[config.mk]
export PLATFORM = sky130hd
export DESIGN_NAME = sample_format_conv_flat
export DESIGN_NICKNAME = d
export VERILOG_FILES = /design/src/rtl/sample_format_conv_if.sv /design/src/rtl/sample_format_conv.sv /design/src/flat_wrapper.sv
export SDC_FILE = /design/constraint.sdc
export NUM_CORES = 1
export LEC_CHECK = 0
export BUFFER_PORTS_ARGS = -buffer_cell sky130_fd_sc_hd__buf_2
export CAP_MARGIN = 20
export CORE_MARGIN = 2
export CORE_UTILIZATION = 54
export CTS_CLUSTER_DIAMETER = 40
export DETAILED_ROUTE_END_ITERATION = 6
export PLACE_DENSITY = 0.86
export SYNTH_ARGS = -nofsm -noshare
export SYNTH_HDL_FRONTEND = slang
export SYNTH_SLANG_ARGS = --single-unit
[constraint.sdc]
create_clock -name clk -period 2 [get_ports clk]
set_input_delay 0.6 -clock clk [delete_from_list [all_inputs] [get_ports clk]]
set_output_delay 0.6 -clock clk [all_outputs]
set_load 0.02 [all_outputs]
[src/rtl/sample_format_conv_if.sv]
// sample_format_conv_if: valid/ready sample bus with per-beat mode for the format converter
interface sample_format_conv_if #(
  parameter int IN_W = 16,
  parameter int OUT_W = 16,
  parameter int CHANNELS = 2
);
  logic [1:0] mode;
  logic in_vld;
  logic in_rdy;
  logic [CHANNELS*IN_W-1:0] in_data;
  logic out_vld;
  logic out_rdy;
  logic [CHANNELS*OUT_W-1:0] out_data;
  logic [CHANNELS-1:0] out_clip;
  modport master (output mode, in_vld, in_data, out_rdy, input in_rdy, out_vld, out_data, out_clip);
  modport slave (input mode, in_vld, in_data, out_rdy, output in_rdy, out_vld, out_data, out_clip);
endinterface

[src/rtl/sample_format_conv.sv]
// sample_format_conv: 2-stage PCM coding/width converter with rounding, saturation and clip counting
module sample_format_conv #(
  parameter int IN_W = 16,
  parameter int OUT_W = 16,
  parameter int CHANNELS = 2,
  parameter int CNT_W = 16
) (
  input logic clk,
  input logic rst,
  sample_format_conv_if.slave bus,
  output logic [CNT_W-1:0] clip_cnt
);
  localparam logic [CHANNELS*OUT_W-1:0] MSBS = {CHANNELS{{1'b1, {(OUT_W-1){1'b0}}}}};
  logic [CHANNELS*OUT_W-1:0] nar;
  logic [CHANNELS-1:0] clp;
  logic s2_adv, in_rdy, in_fire;
  logic s1_vld_q, s1_vld_d, s1_off_q, s1_off_d;
  logic [CHANNELS*OUT_W-1:0] s1_data_q, s1_data_d;
  logic [CHANNELS-1:0] s1_clip_q, s1_clip_d;
  logic out_vld_q, out_vld_d;
  logic [CHANNELS*OUT_W-1:0] out_data_q, out_data_d;
  logic [CHANNELS-1:0] out_clip_q, out_clip_d;
  logic [CNT_W-1:0] clip_cnt_q, clip_cnt_d;
  for (genvar c = 0; c < CHANNELS; c++) begin : g_ch
    logic signed [IN_W-1:0] s;
    assign s = $signed({bus.in_data[c*IN_W+IN_W-1] ^ bus.mode[0], bus.in_data[c*IN_W +: IN_W-1]});
    if (OUT_W >= IN_W) begin : g_wide
      assign nar[c*OUT_W +: OUT_W] = OUT_W'(s) <<< (OUT_W - IN_W);
      assign clp[c] = 1'b0;
    end else begin : g_narrow
      localparam int D = IN_W - OUT_W;
      logic signed [IN_W:0] r;
      // adding half an output LSB before the arithmetic shift rounds half toward +inf
      assign r = ((IN_W+1)'(s) + (IN_W+1)'(2**(D-1))) >>> D;
      assign clp[c] = r > (IN_W+1)'(2**(OUT_W-1) - 1);
      assign nar[c*OUT_W +: OUT_W] = clp[c] ? {1'b0, {(OUT_W-1){1'b1}}} : r[OUT_W-1:0];
    end
  end
  always_comb begin
    s2_adv = ~out_vld_q | bus.out_rdy;
    in_rdy = ~rst & (~s1_vld_q | s2_adv);
    in_fire = bus.in_vld & in_rdy;
    s1_vld_d = in_rdy ? in_fire : s1_vld_q;
    s1_data_d = in_fire ? nar : s1_data_q;
    s1_clip_d = in_fire ? clp : s1_clip_q;
    s1_off_d = in_fire ? ~(bus.mode[0] ^ bus.mode[1]) : s1_off_q;
    out_vld_d = s2_adv ? s1_vld_q : out_vld_q;
    out_data_d = (s2_adv & s1_vld_q) ? (s1_data_q ^ (s1_off_q ? MSBS : '0)) : out_data_q;
    out_clip_d = (s2_adv & s1_vld_q) ? s1_clip_q : out_clip_q;
    clip_cnt_d = clip_cnt_q + CNT_W'(in_fire & (|clp) & ~(&clip_cnt_q));
  end
  always_ff @(posedge clk) begin
    if (rst) begin
      s1_vld_q <= 1'b0;
      s1_off_q <= 1'b0;
      s1_data_q <= '0;
      s1_clip_q <= '0;
      out_vld_q <= 1'b0;
      out_data_q <= '0;
      out_clip_q <= '0;
      clip_cnt_q <= '0;
    end else begin
      s1_vld_q <= s1_vld_d;
      s1_off_q <= s1_off_d;
      s1_data_q <= s1_data_d;
      s1_clip_q <= s1_clip_d;
      out_vld_q <= out_vld_d;
      out_data_q <= out_data_d;
      out_clip_q <= out_clip_d;
      clip_cnt_q <= clip_cnt_d;
    end
  end
  assign bus.in_rdy = in_rdy;
  assign bus.out_vld = out_vld_q;
  assign bus.out_data = out_data_q;
  assign bus.out_clip = out_clip_q;
  assign clip_cnt = clip_cnt_q;
endmodule
[src/flat_wrapper.sv]
// flat-port wrapper written by rule: the top's interface ports become plain ports
module sample_format_conv_flat 
#(
  parameter int IN_W = 16,
  parameter int OUT_W = 16,
  parameter int CHANNELS = 2,
  parameter int CNT_W = 16
)
  (clk, rst, clip_cnt, bus_mode, bus_in_vld, bus_in_data, bus_out_rdy, bus_in_rdy, bus_out_vld, bus_out_data, bus_out_clip);
  sample_format_conv_if #(.IN_W(IN_W), .OUT_W(OUT_W), .CHANNELS(CHANNELS)) bus_i ();
  input logic clk;
  input logic rst;
  output logic [CNT_W-1:0] clip_cnt;
  input wire logic [$bits(bus_i.mode)-1:0] bus_mode;
  input wire logic [$bits(bus_i.in_vld)-1:0] bus_in_vld;
  input wire logic [$bits(bus_i.in_data)-1:0] bus_in_data;
  input wire logic [$bits(bus_i.out_rdy)-1:0] bus_out_rdy;
  output wire logic [$bits(bus_i.in_rdy)-1:0] bus_in_rdy;
  output wire logic [$bits(bus_i.out_vld)-1:0] bus_out_vld;
  output wire logic [$bits(bus_i.out_data)-1:0] bus_out_data;
  output wire logic [$bits(bus_i.out_clip)-1:0] bus_out_clip;
  assign bus_i.mode = bus_mode;
  assign bus_i.in_vld = bus_in_vld;
  assign bus_i.in_data = bus_in_data;
  assign bus_i.out_rdy = bus_out_rdy;
  assign bus_in_rdy = bus_i.in_rdy;
  assign bus_out_vld = bus_i.out_vld;
  assign bus_out_data = bus_i.out_data;
  assign bus_out_clip = bus_i.out_clip;
  sample_format_conv #(.IN_W(IN_W), .OUT_W(OUT_W), .CHANNELS(CHANNELS), .CNT_W(CNT_W)) u_core (.clk(clk), .rst(rst), .bus(bus_i), .clip_cnt(clip_cnt));
endmodule
==> flow_summary.json <==
{
  "status": "complete, no violations",
  "rsz0062_at_grt": "no",
  "finalSetupViolations": 0,
  "relSlewSlack": 0.419,
  "powerDensity_nw_per_um2": 827,
  "antenna_found_initial": 0,
  "cts.clk_slew.worst_paths_ns": 0.07,
  "initial_core_util": 0.562,
  "grt_pass1_wl_um": 9650,
  "ios": 90,
  "tns_ns": 0,
  "critPathKind": "in2out",
  "cp_max_fo": 3,
  "clk_latency_ns": 0.33,
  "drt_pre_antenna_iters": 4,
  "synth_area_per_cell_um2": 10.2,
  "num_vias": 2188,
  "clk_path_buf_depth": 2,
  "critPathCaptureType": "output port",
  "finClkSkew_ns": 0.00880,
  "grt_max_degree": 44,
  "routabilityCongestion": 0.815,
  "rrSetupSlack_ns": 0.40,
  "drv_cap": 0,
  "track_usage": 0.202,
  "routed_wl_um": 5940,
  "drc_errors": 0,
  "fin_nets": 388,
  "cts_tree": "yes",
  "min_path_type": "reg2reg",
  "syn_area_um2": 2890,
  "reg2reg_from": "u_core.s1_vld_q",
  "io_buffers": 71,
  "first_iter_violations": 192,
  "ctsRootBufferMaster": "clkbuf_8",
  "grt-ovfl-total": 0,
  "async_flop_share": 0,
  "yosysUniqueCellTypes": 21,
  "p_leak_nw": 1.60,
  "hold_violations": 0,
  "final_layout_size_suffix_gt1_frac": 0.355,
  "dieArea_um2": 5950,
  "yosys_warnings": 0,
  "cp_cell_sequence": "buf_2 -> and2b_1 -> a21oi_1 -> buf_2",
  "timing.fmax_mhz": 552,
  "tightest_slew_ns": 0.870,
  "dp.final_hpwl_um": 3880,
  "post-route-period-util": 0.906,
  "grt_pass1_vias": 2065,
  "whs_ns": 0.454,
  "area_growth_pct": 18.2,
  "fin_cells": 425,
  "max_stage_delay_ns": 0.20,
  "seq_area_frac_synth": 0.465,
  "intPower_mw": 2.11,
  "numClockSinks": 67,
  "postCtsHoldBufs": 0,
  "p_clk_frac": 0.351,
  "post_cts_buffers": 0,
  "dp_cells": 409,
  "min_path_cells": 2,
  "synth_edf_count": 0,
  "maxSlewViolCount": 0,
  "ir_drop_mv": 0.552,
  "hp-start": "u_core.s1_data_q[26]",
  "synthFlopType": "dfxtp_1",
  "ant_nets": 0,
  "cts_made_buffers": 9,
  "synth_seq_cells": 67,
  "cp-start-kind": "primary input",
  "min_delay_worst_endpoint": "u_core.bus.out_data[26]",
  "swShare": 0.253,
  "die_h_um": 77.1,
  "r2r.worst_path.cells": 3,
  "viasPerCell": 5.15,
  "num_rows": 26,
  "switchingPower_mw": 0.713,
  "h-tree-depth": 3,
  "reg2reg_to": "u_core.bus.out_data[2]",
  "fp.dieW_um": 77.1,
  "post_drt_wl_per_cell_um": 14.0,
  "synth_cells": 284,
  "seq_power_share": 0.516,
  "diodes": 0,
  "core_area_um2": 5140,
  "cts-resized-gates": 0,
  "final.min_clock_period_ns": 1.81,
  "layout_common_cells": "71 x buf_2, 66 x dfxtp_1, 35 x a21oi_1, 30 x nand3_1, 30 x o21ai_0",
  "critical_path_required_ns": 1.40,
  "cp_slowest_cell": "buf_2",
  "combinationalPowerShare": 0.133,
  "final_common_cell": "buf_2",
  "cp.arrival_ns": 1.21,
  "path_common_cell": "buf_2"
}
## sequential cells by signal (all words and copies together), names as in the netlist
name / count
u_core.s1_off_q: 1
u_core.bus.out_vld: 1
u_core.s1_vld_q: 1
u_core.s1_data_q: 32
u_core.bus.out_data: 32
## through the flow
step	instance area [um^2]	total power, mW	setup WS, ns	util
3_3_place_gp	3240	1.85	0.195	0.630
3_5_place_dp	3240	1.86	0.190	0.630
2_1_floorplan	2950	1.77	0.0708	-
5_1_grt	3410	2.93	0.113	0.664
4_1_cts	3410	2.83	0.0635	0.663
6_report	3410	2.82	0.188	0.664
## critical path, delay by kind of cell
family	cells	cell delay, ns
simple gates	1	0.19
buf+inv	2	0.29
compound gates	1	0.13
## worst max-delay path by stage
stage	start	to	slack [ns]	cells after the start
after global routing	u_core.bus.out_vld	bus_in_rdy	0.11	3
after global placement	bus_out_rdy	bus_in_rdy	0.20	4
after floorplan	bus_out_rdy	bus_in_rdy	0.07	3
final	bus_out_rdy	bus_in_rdy	0.19	4
after CTS	u_core.s1_vld_q	bus_in_rdy	0.06	2
after detailed placement	bus_out_rdy	bus_in_rdy	0.19	4
## final cells by class
type | instances | area (um^2)
clock buffers | 14 | 163
inverters | 2 | 7.51
well taps | 70 | 87.6
multi-input cells | 190 | 1340
repair buffers | 80 | 460
clock inverters | 2 | 10.0
fillers | 425 | 1730
flip-flops and latches | 67 | 1340
## logic make-up after synthesis
| logic type | after synthesis | share of synthesized area |
|---|---|---|
| AO/OA/AOI/OAI | 67 | 0.119 |
| XOR/XNOR | 5 | 0.0152 |
| buffers and inverters | 44 | 0.0932 |
| flip-flops | 67 | 0.465 |
| multiplexers | 33 | 0.163 |
| other | 1 | 0.00130 |
| AND/OR/NAND/NOR | 67 | 0.144 |
## per-layer routing
metal | track usage | up-vias | routed length [um]
met3 | 0.0424 | 11 | 316
met4 | 0.105 | 0 | 122
li1 | - | 1066 | -
met1 | 0.257 | 1027 | 2770
met2 | 0.322 | 84 | 2740
met5 | 0 | - | 0
## cells in the mapped netlist (3+ instances only)
cell      number  area share
nand2b_1       4      0.0087
dfxtp_1       67        0.46
a21oi_1       35       0.061
and2b_1        6       0.016
mux2_2         3       0.012
buf_1          3      0.0039
nor2b_1       25       0.054
nand3_1       30       0.052
buf_6          4       0.016
mux2_4        27        0.14
xnor2_1        4       0.012
o21ai_0       30       0.052
buf_4         19       0.049
mux2i_1        3       0.010
clkbuf_1      14       0.018
## power groups by stage
stage / combinational [mW] / sequential [mW] / clock (mW)
detailed placement: 0.374 / 1.48 / 0
global route: 0.404 / 1.47 / 1.06
CTS: 0.376 / 1.46 / 1.00
global placement: 0.365 / 1.48 / 0
finish: 0.375 / 1.46 / 0.990
floorplan: 0.273 / 1.50 / 0
No activity file was read; power rests on OpenSTA's default activity.
